===== src/rtl/pwm_fade_controller_if.sv =====
// Register-write bus and PWM-stage outputs of the fade controller.
// The master writes TARGET/STEP/INTERVAL/FORCE and observes the duty stream;
// the slave (the controller) consumes the writes and drives the duty stream.
interface pwm_fade_controller_if;
   logic       wr_en;
   logic [1:0] wr_addr;
   logic [7:0] wr_data;
   logic       set_cutoff_en;
   logic [7:0] cutoff_value;
   logic [7:0] current_duty;
   logic       busy;
   logic       done;

   modport master (
      output wr_en, wr_addr, wr_data,
      input  set_cutoff_en, cutoff_value, current_duty, busy, done
   );

   modport slave (
      input  wr_en, wr_addr, wr_data,
      output set_cutoff_en, cutoff_value, current_duty, busy, done
   );
endinterface


===== src/rtl/pwm_fade_controller.sv =====
// PWM fade controller: ramps the duty value issued to a downstream PWM stage
// from its present value toward a programmed target, one STEP every INTERVAL
// ramp ticks, where a ramp tick occurs once every TICK_DIV clock cycles.
// Each new duty value is handed over with a one-cycle set_cutoff_en strobe.
module pwm_fade_controller #(
   parameter int unsigned TICK_DIV   = 100,
   parameter logic [7:0]  RESET_DUTY = 8'h7f
) (
   input logic                   clk,
   input logic                   reset_n,
   pwm_fade_controller_if.slave  bus
);

   localparam logic [1:0]  ADDR_TARGET   = 2'd0;
   localparam logic [1:0]  ADDR_STEP     = 2'd1;
   localparam logic [1:0]  ADDR_INTERVAL = 2'd2;
   localparam logic [1:0]  ADDR_FORCE    = 2'd3;
   localparam logic [15:0] TICK_LAST     = 16'(TICK_DIV - 1);

   typedef enum logic {
      ST_IDLE = 1'b0,
      ST_RAMP = 1'b1
   } state_t;

   state_t      state_q, state_d;
   logic [15:0] tick_cnt_q, tick_cnt_d;
   logic [7:0]  interval_cnt_q, interval_cnt_d;
   logic [7:0]  target_q, target_d;
   logic [7:0]  step_q, step_d;
   logic [7:0]  interval_q, interval_d;
   logic [7:0]  current_duty_q, current_duty_d;
   logic [7:0]  cutoff_value_q, cutoff_value_d;
   logic        set_cutoff_en_q, set_cutoff_en_d;
   logic        done_q, done_d;

   logic        tick;
   logic        step_due;
   logic [7:0]  step_eff;
   logic [7:0]  interval_eff;
   logic [8:0]  up_sum;
   logic signed [8:0] dn_diff;
   logic [7:0]  step_value;

   // Free-running tick divider, step sizing and the clamped next duty value.
   always_comb begin
      tick       = (tick_cnt_q == TICK_LAST);
      tick_cnt_d = tick ? 16'd0 : tick_cnt_q + 16'd1;

      // A programmed 0 would stall the ramp forever, so it behaves as 1.
      step_eff     = (step_q == 8'd0) ? 8'd1 : step_q;
      interval_eff = (interval_q == 8'd0) ? 8'd1 : interval_q;

      // The strobe gate keeps two step strobes from ever landing back to back
      // (only possible with a very small TICK_DIV); the step then simply
      // happens on the following tick because the counter stays saturated.
      step_due = (state_q == ST_RAMP) && tick && !set_cutoff_en_q &&
                 (({1'b0, interval_cnt_q} + 9'd1) >= {1'b0, interval_eff});

      // 9-bit arithmetic so the ramp neither wraps past 8'hFF nor below 0.
      up_sum  = {1'b0, current_duty_q} + {1'b0, step_eff};
      dn_diff = $signed({1'b0, current_duty_q}) - $signed({1'b0, step_eff});

      if (target_q > current_duty_q) begin
         step_value = (up_sum >= {1'b0, target_q}) ? target_q : up_sum[7:0];
      end else begin
         step_value = (dn_diff <= $signed({1'b0, target_q})) ? target_q : dn_diff[7:0];
      end
   end

   // Next-state logic: register writes take priority over a pending step.
   always_comb begin
      state_d         = state_q;
      interval_cnt_d  = interval_cnt_q;
      target_d        = target_q;
      step_d          = step_q;
      interval_d      = interval_q;
      current_duty_d  = current_duty_q;
      cutoff_value_d  = cutoff_value_q;
      set_cutoff_en_d = 1'b0;
      done_d          = 1'b0;

      // Interval counter advances on ticks while ramping, saturating so a
      // gated step is retried on the next tick.
      if (state_q == ST_RAMP && tick) begin
         if (step_due) begin
            interval_cnt_d = 8'd0;
         end else if (interval_cnt_q != 8'hFF) begin
            interval_cnt_d = interval_cnt_q + 8'd1;
         end
      end

      if (bus.wr_en) begin
         // A write swallows any step due this cycle; the counter restarts.
         if (step_due) begin
            interval_cnt_d = 8'd0;
         end
         case (bus.wr_addr)
            ADDR_TARGET: begin
               target_d       = bus.wr_data;
               interval_cnt_d = 8'd0;
               state_d        = (bus.wr_data != current_duty_q) ? ST_RAMP : ST_IDLE;
            end
            ADDR_STEP: begin
               step_d = bus.wr_data;
            end
            ADDR_INTERVAL: begin
               interval_d = bus.wr_data;
            end
            ADDR_FORCE: begin
               target_d        = bus.wr_data;
               current_duty_d  = bus.wr_data;
               cutoff_value_d  = bus.wr_data;
               set_cutoff_en_d = 1'b1;
               interval_cnt_d  = 8'd0;
               state_d         = ST_IDLE;
            end
            default: begin
            end
         endcase
      end else if (step_due) begin
         current_duty_d  = step_value;
         cutoff_value_d  = step_value;
         set_cutoff_en_d = 1'b1;
         if (step_value == target_q) begin
            done_d  = 1'b1;
            state_d = ST_IDLE;
         end
      end
   end

   // State and output registers; reset aborts any ramp immediately.
   always_ff @(posedge clk or negedge reset_n) begin
      if (!reset_n) begin
         state_q         <= ST_IDLE;
         tick_cnt_q      <= 16'd0;
         interval_cnt_q  <= 8'd0;
         target_q        <= RESET_DUTY;
         step_q          <= 8'd1;
         interval_q      <= 8'd1;
         current_duty_q  <= RESET_DUTY;
         cutoff_value_q  <= RESET_DUTY;
         set_cutoff_en_q <= 1'b0;
         done_q          <= 1'b0;
      end else begin
         state_q         <= state_d;
         tick_cnt_q      <= tick_cnt_d;
         interval_cnt_q  <= interval_cnt_d;
         target_q        <= target_d;
         step_q          <= step_d;
         interval_q      <= interval_d;
         current_duty_q  <= current_duty_d;
         cutoff_value_q  <= cutoff_value_d;
         set_cutoff_en_q <= set_cutoff_en_d;
         done_q          <= done_d;
      end
   end

   assign bus.set_cutoff_en = set_cutoff_en_q;
   assign bus.cutoff_value  = cutoff_value_q;
   assign bus.current_duty  = current_duty_q;
   assign bus.busy          = (state_q == ST_RAMP);
   assign bus.done          = done_q;

endmodule


===== src/flat_wrapper.sv =====
// flat-port wrapper written by rule: the top's interface ports become plain ports
module pwm_fade_controller_flat 
#(
   parameter int unsigned TICK_DIV   = 100,
   parameter logic [7:0]  RESET_DUTY = 8'h7f
)
  (clk, reset_n, bus_wr_en, bus_wr_addr, bus_wr_data, bus_set_cutoff_en, bus_cutoff_value, bus_current_duty, bus_busy, bus_done);
  pwm_fade_controller_if bus_i ();
  input logic clk;
  input logic reset_n;
  input wire logic [$bits(bus_i.wr_en)-1:0] bus_wr_en;
  input wire logic [$bits(bus_i.wr_addr)-1:0] bus_wr_addr;
  input wire logic [$bits(bus_i.wr_data)-1:0] bus_wr_data;
  output wire logic [$bits(bus_i.set_cutoff_en)-1:0] bus_set_cutoff_en;
  output wire logic [$bits(bus_i.cutoff_value)-1:0] bus_cutoff_value;
  output wire logic [$bits(bus_i.current_duty)-1:0] bus_current_duty;
  output wire logic [$bits(bus_i.busy)-1:0] bus_busy;
  output wire logic [$bits(bus_i.done)-1:0] bus_done;
  assign bus_i.wr_en = bus_wr_en;
  assign bus_i.wr_addr = bus_wr_addr;
  assign bus_i.wr_data = bus_wr_data;
  assign bus_set_cutoff_en = bus_i.set_cutoff_en;
  assign bus_cutoff_value = bus_i.cutoff_value;
  assign bus_current_duty = bus_i.current_duty;
  assign bus_busy = bus_i.busy;
  assign bus_done = bus_i.done;
  pwm_fade_controller #(.TICK_DIV(TICK_DIV), .RESET_DUTY(RESET_DUTY)) u_core (.clk(clk), .reset_n(reset_n), .bus(bus_i));
endmodule

===== config.mk =====
export PLATFORM = sky130hd
export DESIGN_NAME = pwm_fade_controller_flat
export DESIGN_NICKNAME = d
export VERILOG_FILES = /design/src/rtl/pwm_fade_controller_if.sv /design/src/rtl/pwm_fade_controller.sv /design/src/flat_wrapper.sv
export SDC_FILE = /design/constraint.sdc
export NUM_CORES = 1
export LEC_CHECK = 0
export CORE_ASPECT_RATIO = 2
export CORE_MARGIN = 1
export CORE_UTILIZATION = 56
export DETAILED_ROUTE_END_ITERATION = 8
export PLACE_DENSITY = 0.83
export SYNTH_ARGS = -nofsm -noshare
export SYNTH_HDL_FRONTEND = slang
export SYNTH_SLANG_ARGS = --single-unit

===== constraint.sdc =====
create_clock -name clk -period 4.8 [get_ports clk]
set_input_delay 0.96 -clock clk [delete_from_list [all_inputs] [get_ports clk]]
set_output_delay 0.96 -clock clk [all_outputs]
set_load 0.01 [all_outputs]

==> metrics.md <==
| Metric | Value |
|---|---|
| Via count of the routed design | 4,007 |
| Post-DR vias/cell | 6.30 |
| Clk buf depth | 2 |
| # Max-Cap Violations | 0 |
| Worst-Skew Late Latency | 330 ps |
| Initial antenna violation count | 0 |
| Rel. slew slack | between 40% and 50% |
| Buf+Inv Stages, Crit Path | 2 |
| Grt ovf | 0 |
| Worst Path Arrival | between 4000 and 5000 ps |
| Die Height | 133 um |
| IO Port Bufs | 31 |
| Root buffer cell | clkbuf_16 |
| Most frequent cells in the layout | 55 x ha_1, 45 x inv_1, 43 x dfrtp_1 |
| Crit-path max FO | 4 |
| Pre-CTS WS | -44.6 ps |
| WS Path Type | reg2reg |
| Vias in the first global route | 4,078 |
| First-pass GRT wire length | between 20,000 and 25,000 um |
| Syn Inst Count | 501 |
| Synth warn | 0 |
| Clock sink total | 59 |
| FFs w/ async S/R, synth | 100% |
| Slack of the critical path | between 90 and 100 ps |
| Dpl cells | 616 |
| P per Cell Area | 562 mW/mm^2 |
| Non-Filler Instances | 636 |
| Total wire length | 13,200 um |
| Initial Utilization | 58.0% |
| Layout cell share with drive strength beyond 1 | 16.5% |
| Sequential cell area fraction in the yosys report | between 30% and 40% |
| Ys flop type | dfrtp_1 |
| Final Util | 66.7% |
| CP max stage delay | 540 ps |
| CTS clk-pin slew, worst paths | 50 ps |
| Ant diodes | 0 |
| Final net count | 603 |
| WL/cell | 20.7 um |
| Worst setup SP type | flop |
| Static leakage | 0.00253 uW |
| Actual slew at the worst max-slew pin | approximately 800 ps |
| CTS tree | done |
| Netlist cell types | 67 |
| Largest net degree at the start of global routing | 60 |
| CTS Hold Bufs | 0 |
| Sequence of cells on the critical path | nor4_4, a41o_1, ha_1, inv_1, fa_2, a211oi_2, o21ai_1, a21oi_2, xnor2_2, inv_1, ha_1, nor4_2, o21ai_1, o221ai_2, a21o_1, a211oi_2, or4b_4, a2111oi_4, o21ai_2 |
| Slowest cell on crit path | or4b_4 |
| IO Count | 32 |
| HPWL after DPL | 10,100 um |
| Die footprint | roughly 0.009 mm^2 |
| Fmax | between 0.2 and 0.25 GHz |
| Total track usage | 30.9% |
| Synth Area per Inst | roughly 9.6 um^2 |
| Depth of the CTS H-tree | 3 |
| Crit end category | flop |
| Outcome | completed |
| Setup violators final | 0 |
| RePlAce Congestion | about 0.96 |
| Most common cell after layout, fill and taps aside | ha_1 |
| ANT nets after route | 0 |
| Worst hold-check path type | reg2reg |
| CP delay by family, top | compound AO/OA/AOI/OAI gates |
| #FFs+latches synth | 59 |
| Drt pass-1 iters | 7 |
| Post-synth EDFFs | 0 |
| Skew final | roughly 5.8 ps |
| Number of DRC markers in iteration 0 | 262 |
| Final hold viol count | 0 |
| Synthesized Nets | 571 |
| Min Tclk post-route | around 4700 ps |
| Cts bufs inserted | 9 |
| DRC viols | 0 |
| Core ar. | ~0.0083 mm^2 |
| Crit share post-route | 98.0% |
| Setup TNS | 0 ps |
| Critical Path RT | 5010 ps |
| Synthesized area | 0.00481 mm^2 |
| Area delta synth->final | 14.9% |
| IR drop worst, VDD | 328 uV |
| Row count | 47 |
| Die W | 67.5 um |
| Pins over their slew limit | 0 |
cell usage after synthesis, types with 2 or more instances:
master     count  area, um^2
xnor2_1       37         324
o21ai_1        2        10.0
a221oi_1       3        26.3
o31a_1         2        17.5
buf_4          8        60.1
clkbuf_8       2        27.5
clkbuf_1       9        33.8
o21ai_0       22         110
a21oi_1       14        70.1
o32ai_1        4        35.0
nand4_1       11        68.8
nand3_1        9        45.0
mux2i_1       20         200
nor2_1        36         135
fa_1           2        40.0
o22ai_1        2        12.5
nand3b_1       2        15.0
ha_1          55         688
a31oi_1        3        18.8
a211oi_1       2        15.0
dfrtp_1       43        1080
a2111oi_0      2        17.5
a41o_1         2        20.0
nor4_1         4        25.0
o211a_1        2        20.0
and3_1         9        56.3
or2_2          5        31.3
a211o_1        2        17.5
o221ai_1       3        26.3
o21a_1         4        30.0
a21oi_2        2        17.5
inv_1         45         169
xor2_1        17         149
nor3_1         5        25.0
o211ai_1       4        30.0
dfstp_2       16         420
nor2b_1        9        56.3
buf_6          3        33.8
nand2_1       30         113
nand2b_1       3        18.8
o2111ai_1      2        17.5
a21o_1         3        22.5
a211oi_2       2        25.0
mux2_2        16         180
worst reg2reg max path, stage by stage (launching register included):
cell,delay (ps)
dfrtp_1,420
nor4_4,360
a41o_1,250
ha_1,170
inv_1,50
fa_2,350
a211oi_2,280
o21ai_1,130
a21oi_2,270
xnor2_2,160
inv_1,90
ha_1,230
nor4_2,250
o21ai_1,110
o221ai_2,220
a21o_1,190
a211oi_2,50
or4b_4,540
a2111oi_4,370
o21ai_2,100
stage by stage:
stage	area (um^2)	power, uW	hold WS [ps]
4_1_cts	5450	3010	486
3_3_place_gp	5150	2310	465
5_1_grt	5530	3280	505
3_5_place_dp	5150	2360	474
6_report	5530	3100	482
2_1_floorplan	4810	1880	446
registers in the layout (all words and copies together) (netlist names):
signal,flops
u_core.tick_cnt_q,16
u_core.step_q,8
u_core.interval_q,8
u_core.bus.busy,1
u_core.bus.current_duty,8
u_core.bus.done,1
u_core.interval_cnt_q,8
u_core.bus.set_cutoff_en,1
u_core.target_q,8
where the power goes:
part | switching (uW) | leakage [uW] | internal, uW | total [uW]
Sequential | 91.8 | 0.000720 | 580 | 672
Clock | 227 | 0.000145 | 413 | 640
Combinational | 1020 | 0.00166 | 774 | 1790
cell families after synthesis:
logic type                 count (synthesis)  synth area share, %
and+or+nand+nor                          129                 13.4
AOI/OAI and AO/OA                         96                 15.2
buffers and inverters                     69                 6.92
DFF                                       59                 31.1
adders and majority gates                 57                 15.1
xor gates and xnor gates                  55                 10.4
muxes                                     36                 7.90
routing by layer:
layer	part of all wire, %	wire [um]	GRT usage [%]
met2	54	7080	54.2
met1	34	4420	28.4
met5	0	0	0
met4	9.6	1270	29.0
met3	3.2	426	4.37
area by class of cell:
type                       count  area [um^2]
timing repair buffer          45          410
inverter                      45          169
sequential                    59         1500
fill                         644         2760
multi-input combinational    373         3030
tap                           98          123
clock buffer                  11          243
clock inverter                 5         52.6
path summary, 6_finish.rpt:
check / startpoint / endpoint / slack [ps] / cells past startpoint
min in group asynchronous: reset_n / u_core.interval_cnt_q[2] / 770 / 2
max: u_core.step_q[6] / u_core.bus.busy / 100 / 19
min reg2reg: u_core.tick_cnt_q[14] / u_core.tick_cnt_q[14] / 480 / 1
max reg2reg: u_core.step_q[6] / u_core.bus.busy / 100 / 19
min: u_core.tick_cnt_q[14] / u_core.tick_cnt_q[14] / 480 / 1
max in group asynchronous: reset_n / u_core.target_q[7] / 3520 / 2
repair_timing:
item / 4_1_cts / 5_1_grt
resized for setup: 1 / 8
gates cloned: 0 / 0
pin swaps: 1 / 7
setup buffers: 0 / 4
setup endpoints to repair: 1 / 2
hold endpoints to repair: 0 / 0
Note: power is estimated with default switching activity, not from simulation.
